File: config.mk
export PLATFORM = sky130hd
export DESIGN_NAME = pipe_xm_stage
export DESIGN_NICKNAME = d
export VERILOG_FILES = /design/src/rtl/pipe_xm_stage_pkg.sv /design/src/rtl/pipe_xm_stage_mem_fsm.sv /design/src/rtl/pipe_xm_stage.sv
export SDC_FILE = /design/constraint.sdc
export NUM_CORES = 1
export LEC_CHECK = 0
export CORE_MARGIN = 4
export CORE_UTILIZATION = 43
export DETAILED_ROUTE_END_ITERATION = 16
export GPL_TIMING_DRIVEN = 0
export PLACE_DENSITY = 0.86
export SLEW_MARGIN = 5
export SYNTH_ARGS = -nofsm -noshare
export SYNTH_HDL_FRONTEND = slang
export SYNTH_HIERARCHICAL = 1
export SYNTH_SLANG_ARGS = --single-unit
File: constraint.sdc
create_clock -name clk -period 4.4 [get_ports clk]
set_clock_uncertainty 0.15 [all_clocks]
set_input_delay 0.88 -clock clk [delete_from_list [all_inputs] [get_ports clk]]
set_output_delay 0.88 -clock clk [all_outputs]
set_load 0.005 [all_outputs]
File: src/rtl/pipe_xm_stage_pkg.sv
// pipe_defs: shared constants and FSM state type for the X/M pipeline stage
package pipe_defs;
    localparam int DATA_W = 16;
    localparam int OPX_W = 7;
    localparam int REG_W = 3;
    localparam logic [6:0] NOP_OPX = 7'b0000100;
    typedef enum logic [1:0] {IDLE, REQ, WAIT} xm_state_t;
endpackage

File: src/rtl/pipe_xm_stage_mem_fsm.sv
// xm_mem_fsm: data-memory handshake, timeout counter and upstream stall for the X/M stage
module xm_mem_fsm
    import pipe_defs::*;
#(
    parameter int MEM_TIMEOUT = 64
) (
    input  logic clk,
    input  logic rst,
    input  logic cap_mem,
    input  logic m_mem_rd,
    input  logic m_mem_wr,
    input  logic mem_done,
    output logic mem_rd,
    output logic mem_wr,
    output logic stall_out,
    output logic timeout
);
    localparam int CNT_W = $clog2(MEM_TIMEOUT) + 1;
    xm_state_t state, state_nx;
    logic [CNT_W-1:0] cnt;
    logic busy, done;
    // Outputs and next state; a timeout is treated exactly like a completed access
    always_comb begin
        busy = state != IDLE;
        timeout = state == WAIT && !mem_done && cnt == CNT_W'(MEM_TIMEOUT - 1);
        done = mem_done | timeout;
        stall_out = busy & ~done;
        mem_rd = busy & m_mem_rd;
        mem_wr = busy & m_mem_wr;
        state_nx = (!busy || done) ? (cap_mem ? REQ : IDLE) : WAIT;
    end
    // State register and REQ+WAIT cycle counter (REQ counts as cycle 0)
    always_ff @(posedge clk) begin
        if (rst) begin
            state <= IDLE;
            cnt <= '0;
        end else begin
            state <= state_nx;
            cnt <= state_nx != WAIT ? '0 : state == WAIT ? cnt + 1'b1 : CNT_W'(1);
        end
    end
endmodule

File: src/rtl/pipe_xm_stage.sv
// pipe_xm_stage: X/M capture registers, sticky error and optional stall counter (XM_STALL_CNT_EN)
module pipe_xm_stage
    import pipe_defs::*;
#(
    parameter int DATA_W = pipe_defs::DATA_W,
    parameter int OPX_W = pipe_defs::OPX_W,
    parameter int REG_W = pipe_defs::REG_W,
    parameter logic [OPX_W-1:0] NOP_OPX = OPX_W'(pipe_defs::NOP_OPX),
    parameter int MEM_TIMEOUT = 64
) (
    input  logic              clk,
    input  logic              rst,
    input  logic              x_valid,
    input  logic [OPX_W-1:0]  x_instr_op_ext,
    input  logic [DATA_W-1:0] x_alu_result,
    input  logic [DATA_W-1:0] x_mem_data,
    input  logic              x_mem_rd,
    input  logic              x_mem_wr,
    input  logic              x_halt,
    input  logic              x_write_en,
    input  logic [REG_W-1:0]  x_write_reg_sel,
    input  logic              x_write_set,
    input  logic              x_err,
    input  logic              mem_done,
    output logic [OPX_W-1:0]  m_instr_op_ext,
    output logic [DATA_W-1:0] m_alu_result,
    output logic [DATA_W-1:0] m_mem_data,
    output logic              m_halt,
    output logic              m_write_en,
    output logic [REG_W-1:0]  m_write_reg_sel,
    output logic              m_write_set,
    output logic              mem_rd,
    output logic              mem_wr,
    output logic              stall_out,
    output logic              err_out,
    output logic [15:0]       stall_cycles
);
    logic m_mem_rd, m_mem_wr, timeout, cap_mem;
    assign cap_mem = x_valid & (x_mem_rd | x_mem_wr);
    xm_mem_fsm #(.MEM_TIMEOUT(MEM_TIMEOUT)) u_fsm (
        .clk(clk),
        .rst(rst),
        .cap_mem(cap_mem),
        .m_mem_rd(m_mem_rd),
        .m_mem_wr(m_mem_wr),
        .mem_done(mem_done),
        .mem_rd(mem_rd),
        .mem_wr(mem_wr),
        .stall_out(stall_out),
        .timeout(timeout)
    );
    // Capture X results when not stalled; an invalid X slot becomes a bubble
    always_ff @(posedge clk) begin
        if (rst) begin
            m_instr_op_ext <= NOP_OPX;
            m_alu_result <= '0;
            m_mem_data <= '0;
            m_halt <= 1'b0;
            m_write_en <= 1'b0;
            m_write_reg_sel <= '0;
            m_write_set <= 1'b0;
            m_mem_rd <= 1'b0;
            m_mem_wr <= 1'b0;
        end else if (!stall_out) begin
            m_instr_op_ext <= x_valid ? x_instr_op_ext : NOP_OPX;
            m_alu_result <= x_alu_result;
            m_mem_data <= x_mem_data;
            m_halt <= x_valid & x_halt;
            m_write_en <= x_valid & x_write_en;
            m_write_reg_sel <= x_write_reg_sel;
            m_write_set <= x_write_set;
            m_mem_rd <= x_valid & x_mem_rd;
            m_mem_wr <= x_valid & x_mem_wr;
        end
    end
    // Sticky error: upstream error, illegal rd+wr, or memory timeout
    always_ff @(posedge clk) begin
        if (rst) err_out <= 1'b0;
        else err_out <= err_out | timeout | (~stall_out & x_valid & (x_err | (x_mem_rd & x_mem_wr)));
    end
`ifdef XM_STALL_CNT_EN
    // Saturating count of stalled clocks
    always_ff @(posedge clk) begin
        if (rst) stall_cycles <= 16'h0000;
        else if (stall_out && stall_cycles != 16'hFFFF) stall_cycles <= stall_cycles + 16'd1;
    end
`else
    assign stall_cycles = 16'h0000;
`endif
endmodule

==> results of run 1 <==
[layer usage]
layer | share of wire (%) | track usage, %
met2 | 50 | 28.6
met4 | 1.3 | 4.49
met1 | 39 | 19.4
met5 | 0 | 0
met3 | 9.8 | 9.11
[cells by family after synthesis]
family | Yosys count | synth area share, %
AOI/OAI and AO/OA | 23 | 6.36
DFF | 57 | 48.3
adders and majority gates | 1 | 0.530
other | 1 | 0.159
muxes | 36 | 15.3
xor gates and xnor gates | 3 | 1.11
buffers and inverters | 32 | 10.7
and+or+nand+nor | 80 | 17.6
[cell type report]
cell class | count | area (um^2) | area share [%]
Multi-Input combinational cell | 159 | 1020 | 27.9
Inverter | 3 | 11.3 | 0.307
Clock buffer | 14 | 163 | 4.43
Tap cell | 70 | 87.6 | 2.39
Sequential cell | 57 | 1140 | 31.1
Timing Repair Buffer | 100 | 1000 | 27.3
Buffer | 29 | 240 | 6.55
[report_power, final]
group | leakage (nW) | internal, mW | switching [mW]
clock network | 0.0826 | 0.229 | 0.183
registers | 0.471 | 0.545 | 0.0147
logic | 0.858 | 0.128 | 0.0665
[cell usage after synthesis, types with 3 or more instances]
cell type	number
a21oi_1	12
buf_4	17
buf_6	5
clkbuf_1	3
dfxtp_1	57
inv_1	3
mux2i_1	36
nand2_1	12
nand3b_1	10
nor2_1	41
nor2b_1	3
xor2_1	3
[through the flow]
stage,hold WS [ns],cell area [um^2]
after floorplan,0.270,2420
after global placement,0.279,3510
after detailed placement,0.299,3510
after CTS,0.307,3670
after global routing,0.330,3670
final,0.306,3670
[worst max-delay path: cells and delay by family]
family,cells,cell delay [ns]
compound gates,1,0.35
buf+inv,2,1.10
[registers in the layout (all words and copies together) (netlist names)]
register / flops
err_out: 1
m_write_set: 1
m_instr_op_ext: 7
m_mem_rd: 1
m_alu_result: 16
m_write_reg_sel: 3
u_fsm/cnt: 7
m_mem_wr: 1
u_fsm/state: 2
m_write_en: 1
m_mem_data: 16
m_halt: 1
[how the worst max path moves through the flow]
stage / end / slack, ns / cells past startpoint
global route: stall_out / 0.98 / 3
floorplan: stall_out / 2.23 / 1
finish: stall_out / 1.04 / 3
global placement: stall_out / 1.05 / 3
CTS: stall_out / 1.04 / 3
detailed placement: stall_out / 1.05 / 3
[layout by cell type, fill, tap and decap left out, types with 2 or more instances in the layout]
master,instances
a21oi_1,12
nor2_1,41
clkdlybuf4s50_1,100
mux2i_1,36
nor2b_1,3
clkbuf_8,11
a211oi_1,2
inv_1,3
dfxtp_1,57
o21ai_0,2
buf_6,5
xor2_1,3
nand2_1,12
nand3b_1,10
conb_1,16
clkbuf_1,6
buf_4,17
buf_2,2
nor3b_1,2
==> results.ini, run 1 <==
[sta]
hold_violations=0
fmax_mhz=297
drv_slew=0
setup-tns-final_ns=0
period_minus_slack_ns=3.36
setup_viol=0
grt_setup_unrepaired=no
fin_ws_ns=1.04
min_period_over_period_pct=76.4

[placed_design]
numPortBuffers=100
dp_cells=418
hpwl_um=4240
post-place-ws_ns=1.05
routabilityCongestion=0.746

[final_layout]
postLayoutCoreUtil_pct=70.5
stdcell_count=432
fill_cells=414
finalNetCount=412
drive_above_1_share_pct=12.7
area_growth_pct=55.4
antenna_cells=0

[critical_path]
critPathKind=input port to primary output
crit_start=mem_done
crit_path_start_kind=input port
critPathMaxFanout=5
slowest_delay_ns=0.57
r2r-start=u_fsm/cnt[0]
cpMaxStageDelayCell=clkdlybuf4s50_1
rr_worst_depth=8
arrival_ns=2.33
crit_top_cell=clkdlybuf4s50_1
crit_chain=clkdlybuf4s50_1, a211oi_2, clkdlybuf4s50_1
timing.rr.end=m_alu_result[5]
ff2ff_setup_slack_ns=2.29
worst_setup_path_end_kind=primary output
cp.required_ns=3.37

[yosys]
netlist_top_cells_area=dfxtp_1, mux2i_1, nor2_1, buf_4, nand3b_1
synth_area_leader_cell=dfxtp_1
avgSynthCellArea_um2=10.1
synth-edff-count=0
synth-seq-cells=57
synth_top_area_share_pct=48.3
synth_warnings=6
ys_seq_area_share_pct=48.3
ys.flop_type=dfxtp_1
synth_cell_types=39
syn_area_um2=2360
async_flop_share_pct=0
syn_inst=233

[status]
status=complete, no violations

[cts]
clk_pin_slew_ns=0.06
cts_hold_buf=0
htree_levels=3
worstSkewPairLatency_ns=0.33
ctsResizeCount=0
clk_root_buffer_cell=clkbuf_8
cts.path.max_buffers=2
cts_tree=yes
cts_made_buffers=9
clkSinkCount=57
postCtsSetupBuffers=0

[route]
firstDrtPassIters=4
vias_per_cell=4.56
drtIter0Drc=33
remaining_drc_errors=0
finalWirelength_um=5580
dr_total_vias=1969
wire_per_inst_um=12.9
final_antenna_net_count=0

[die]
start_util_pct=45.4
die_area_um2=6740
fp.coreArea_um2=5200
rows=26
die_h_um=82.1
io_pins=117
die_w_um=82.1

[min_path]
holdPathStages=2
hold_start=m_mem_rd
hold_class=flop to flop
whs_endpoint=m_mem_rd

[power]
power_mw=1.17
leakagePower_nw=1.41
powerDensity_nw_per_um2=318
ir_worst_vdd_v=0.000239

[grt]
grt_pass1_wl_um=8880
antenna_found_initial=0
grt_pass1_vias=1935
grt_max_degree=11
grt_overflow=0
grt_usage_pct=17.3

[flow_run]
timing.max_cap.violations=0

No activity file was read; power rests on OpenSTA's default activity.
==> run 2, diff against run 1 <==
CORE_UTILIZATION = 40   (was 43)
PLACE_DENSITY = 0.81   (was 0.86)
clock period = 3.45 ns   (was 4.4 ns; I/O delays follow)
==> run 2 against run 1 <==
  * Critical path depth unchanged
  * Register-to-register slack got worse by 0.98 ns
  * Sequential cell count unchanged
  * Worst setup slack got worse by 0.60 ns
  * Cell area increased by 2.3%
  * Routed wire length increased by 2.3%
  * Die area increased by 6.7%
  * Combinational power increased by 27%
  * Global-route usage decreased by 1.3 points
  * Final cell count increased by 0.93%
  * Clock-buffer cell count decreased by 3
  * Sequential share of layout area decreased by 0.69 points
==> results.ini, run 2 (synthesized netlist as in run 1, its figures left out) <==
[power]
cellInternalPower_mw=1.36  ; was 903 uW
pwr-share-seq_pct=41.6  ; was 48.0%
power_mw=1.72  ; was 1.17 mW
ir_worst_vdd_v=0.000310  ; was 0.000239 V
powerDensity_nw_per_um2=457  ; was 318 nW/um^2
leakagePower_nw=1.45  ; was 1.41 nW
clockPowerShare_pct=44.0  ; was 35.3%
sw_frac_of_total_pct=20.9  ; was 22.6%
switching_power_uw=359  ; was 264 uW
p_comb_share_pct=14.4  ; was 16.7%

[placed_design]
numPortBuffers=100  ; unchanged
hpwl_um=4370  ; was 4240 um
routabilityCongestion=0.709  ; was 0.746

[sta]
setup_viol=0  ; unchanged
hold_violations=0  ; unchanged
period_minus_slack_ns=3.01
setup-tns-final_ns=0  ; unchanged
fin_hold_ws_ns=0.309  ; was 0.306 ns
min_period_over_period_pct=87.2
drv_slew=0  ; unchanged
fmax_mhz=332
grt_setup_unrepaired=no  ; unchanged

[final_layout]
drive_above_1_share_pct=13.7  ; was 12.7%
area_growth_pct=58.9  ; was 55.4%
reg_top3=m_alu_result x16, m_mem_data x16  ; unchanged
fill_cells=498  ; was 414
layout.cells.most_common_list=clkdlybuf4s50_1, dfxtp_1, nor2_1, mux2i_1, buf_4  ; unchanged
finalNetCount=412  ; unchanged
final_common_cell=clkdlybuf4s50_1  ; unchanged
antenna_cells=0  ; unchanged

[grt]
grt_pass1_vias=2003  ; was 1,935
grt_max_degree=11  ; unchanged
grt_overflow=0  ; unchanged
antenna_found_initial=0  ; unchanged
grt_pass1_wl_um=9180  ; was 8880 um
grt_usage_pct=16.0  ; was 17.3%

[die]
io_pins=117  ; unchanged
die_w_um=84.8  ; was 82.1 um
start_util_pct=42.1  ; was 45.4%
die_h_um=84.8  ; was 82.1 um
die_area_um2=7200  ; was 6740 um^2
fp.coreArea_um2=5610  ; was 5200 um^2
rows=27  ; was 26

[cts]
clk_root_buffer_cell=clkbuf_8  ; unchanged
clkSinkCount=57  ; unchanged
htree_levels=3  ; unchanged
worstSkewPairLatency_ns=0.32  ; was 0.33 ns
postCtsSetupBuffers=0  ; unchanged
cts_made_buffers=9  ; unchanged
ctsResizeCount=0  ; unchanged
cts_hold_buf=0  ; unchanged
clk_pin_slew_ns=0.06  ; about the same
cts_tree=yes  ; unchanged
cts.path.max_buffers=2  ; unchanged

[route]
remaining_drc_errors=0  ; unchanged
vias_per_cell=4.54  ; was 4.56
wl_met3_um=551  ; was 550 um
final_antenna_net_count=0  ; unchanged
drtIter0Drc=31  ; was 33
met1Wirelength_um=2240  ; was 2170 um
firstDrtPassIters=4  ; unchanged
dr_wl_met2_um=2860  ; was 2790 um
dr_total_vias=1981  ; was 1,969
wire_per_inst_um=13.1  ; was 12.9 um
finalWirelength_um=5710  ; was 5580 um
routed.top_layer=met4  ; unchanged

[critical_path]
critPathMaxFanout=5  ; unchanged
arrival_ns=2.17  ; was 2.33 ns
rr_worst_depth=8  ; unchanged
worst_setup_path_end_kind=primary output  ; unchanged
crit_start=mem_done  ; unchanged
r2r-start=u_fsm/cnt[0]  ; unchanged
critPathKind=input port to primary output  ; unchanged
cp.required_ns=2.61  ; was 3.37 ns
crit_path_start_kind=input port  ; unchanged

[min_path]
hold_start=m_instr_op_ext[1]  ; was m_mem_rd
holdPathStages=2  ; unchanged
hold_class=flop to flop  ; unchanged

[status]
status=complete, no violations  ; unchanged

[flow_run]
timing.max_cap.violations=0  ; unchanged

## run 2: cell types whose count changed in the layout (fill, tap and decap cells not counted), sizes merged
| cell | previous run | this run |
|---|---|---|
| bufinv | 0 | 3 |
| clkbuf | 17 | 14 |
| clkinv | 0 | 1 |
| clkinvlp | 0 | 1 |
## run 2: routing by layer
layer	global-route usage, %	vias to the layer above
li1	-	1005
met1	17.1	903
met2	27.5	68
met3	7.38	5
met4	5.90	0
met5	0	-
## run 2: worst paths after layout
path	endpoint	slack, ns
min	m_instr_op_ext[1]	0.31
max	stall_out	0.44
max reg2reg	m_alu_result[4]	1.31
min reg2reg	m_instr_op_ext[1]	0.31
## run 2: cell type report
type / count / area, um^2 / share of cell area (%)
clock inverters: 5 / 103 / 2.73
inverters: 3 / 11.3 / 0.300
repair buffers: 100 / 1000 / 26.7
multi-input cells: 159 / 1020 / 27.3
clock buffers: 11 / 141 / 3.77
flip-flops and latches: 57 / 1140 / 30.4
well taps: 72 / 90.1 / 2.40
plain buffers: 29 / 240 / 6.40
## run 2: worst max-delay path, stage by stage
cell and delay [ns]:
clkdlybuf4s50_1 0.53, a211oi_2 0.36, clkdlybuf4s50_1 0.58
## run 2: power groups by stage
stage | Sequential (mW) | Combinational [mW] | Clock, mW
floorplan | 0.730 | 0.0997 | 0
global placement | 0.726 | 0.246 | 0
detailed placement | 0.728 | 0.249 | 0
CTS | 0.714 | 0.250 | 0.778
global route | 0.718 | 0.269 | 0.800
finish | 0.713 | 0.247 | 0.754
## run 2: metrics by stage
step,std cells,setup slack [ns],area [um^2],util (%)
2_1_floorplan,248,1.50,2420,-
3_3_place_gp,420,0.472,3510,62.6
3_5_place_dp,420,0.460,3510,62.6
4_1_cts,436,0.450,3750,66.9
5_1_grt,436,0.362,3750,66.9
6_report,436,0.442,3750,66.9
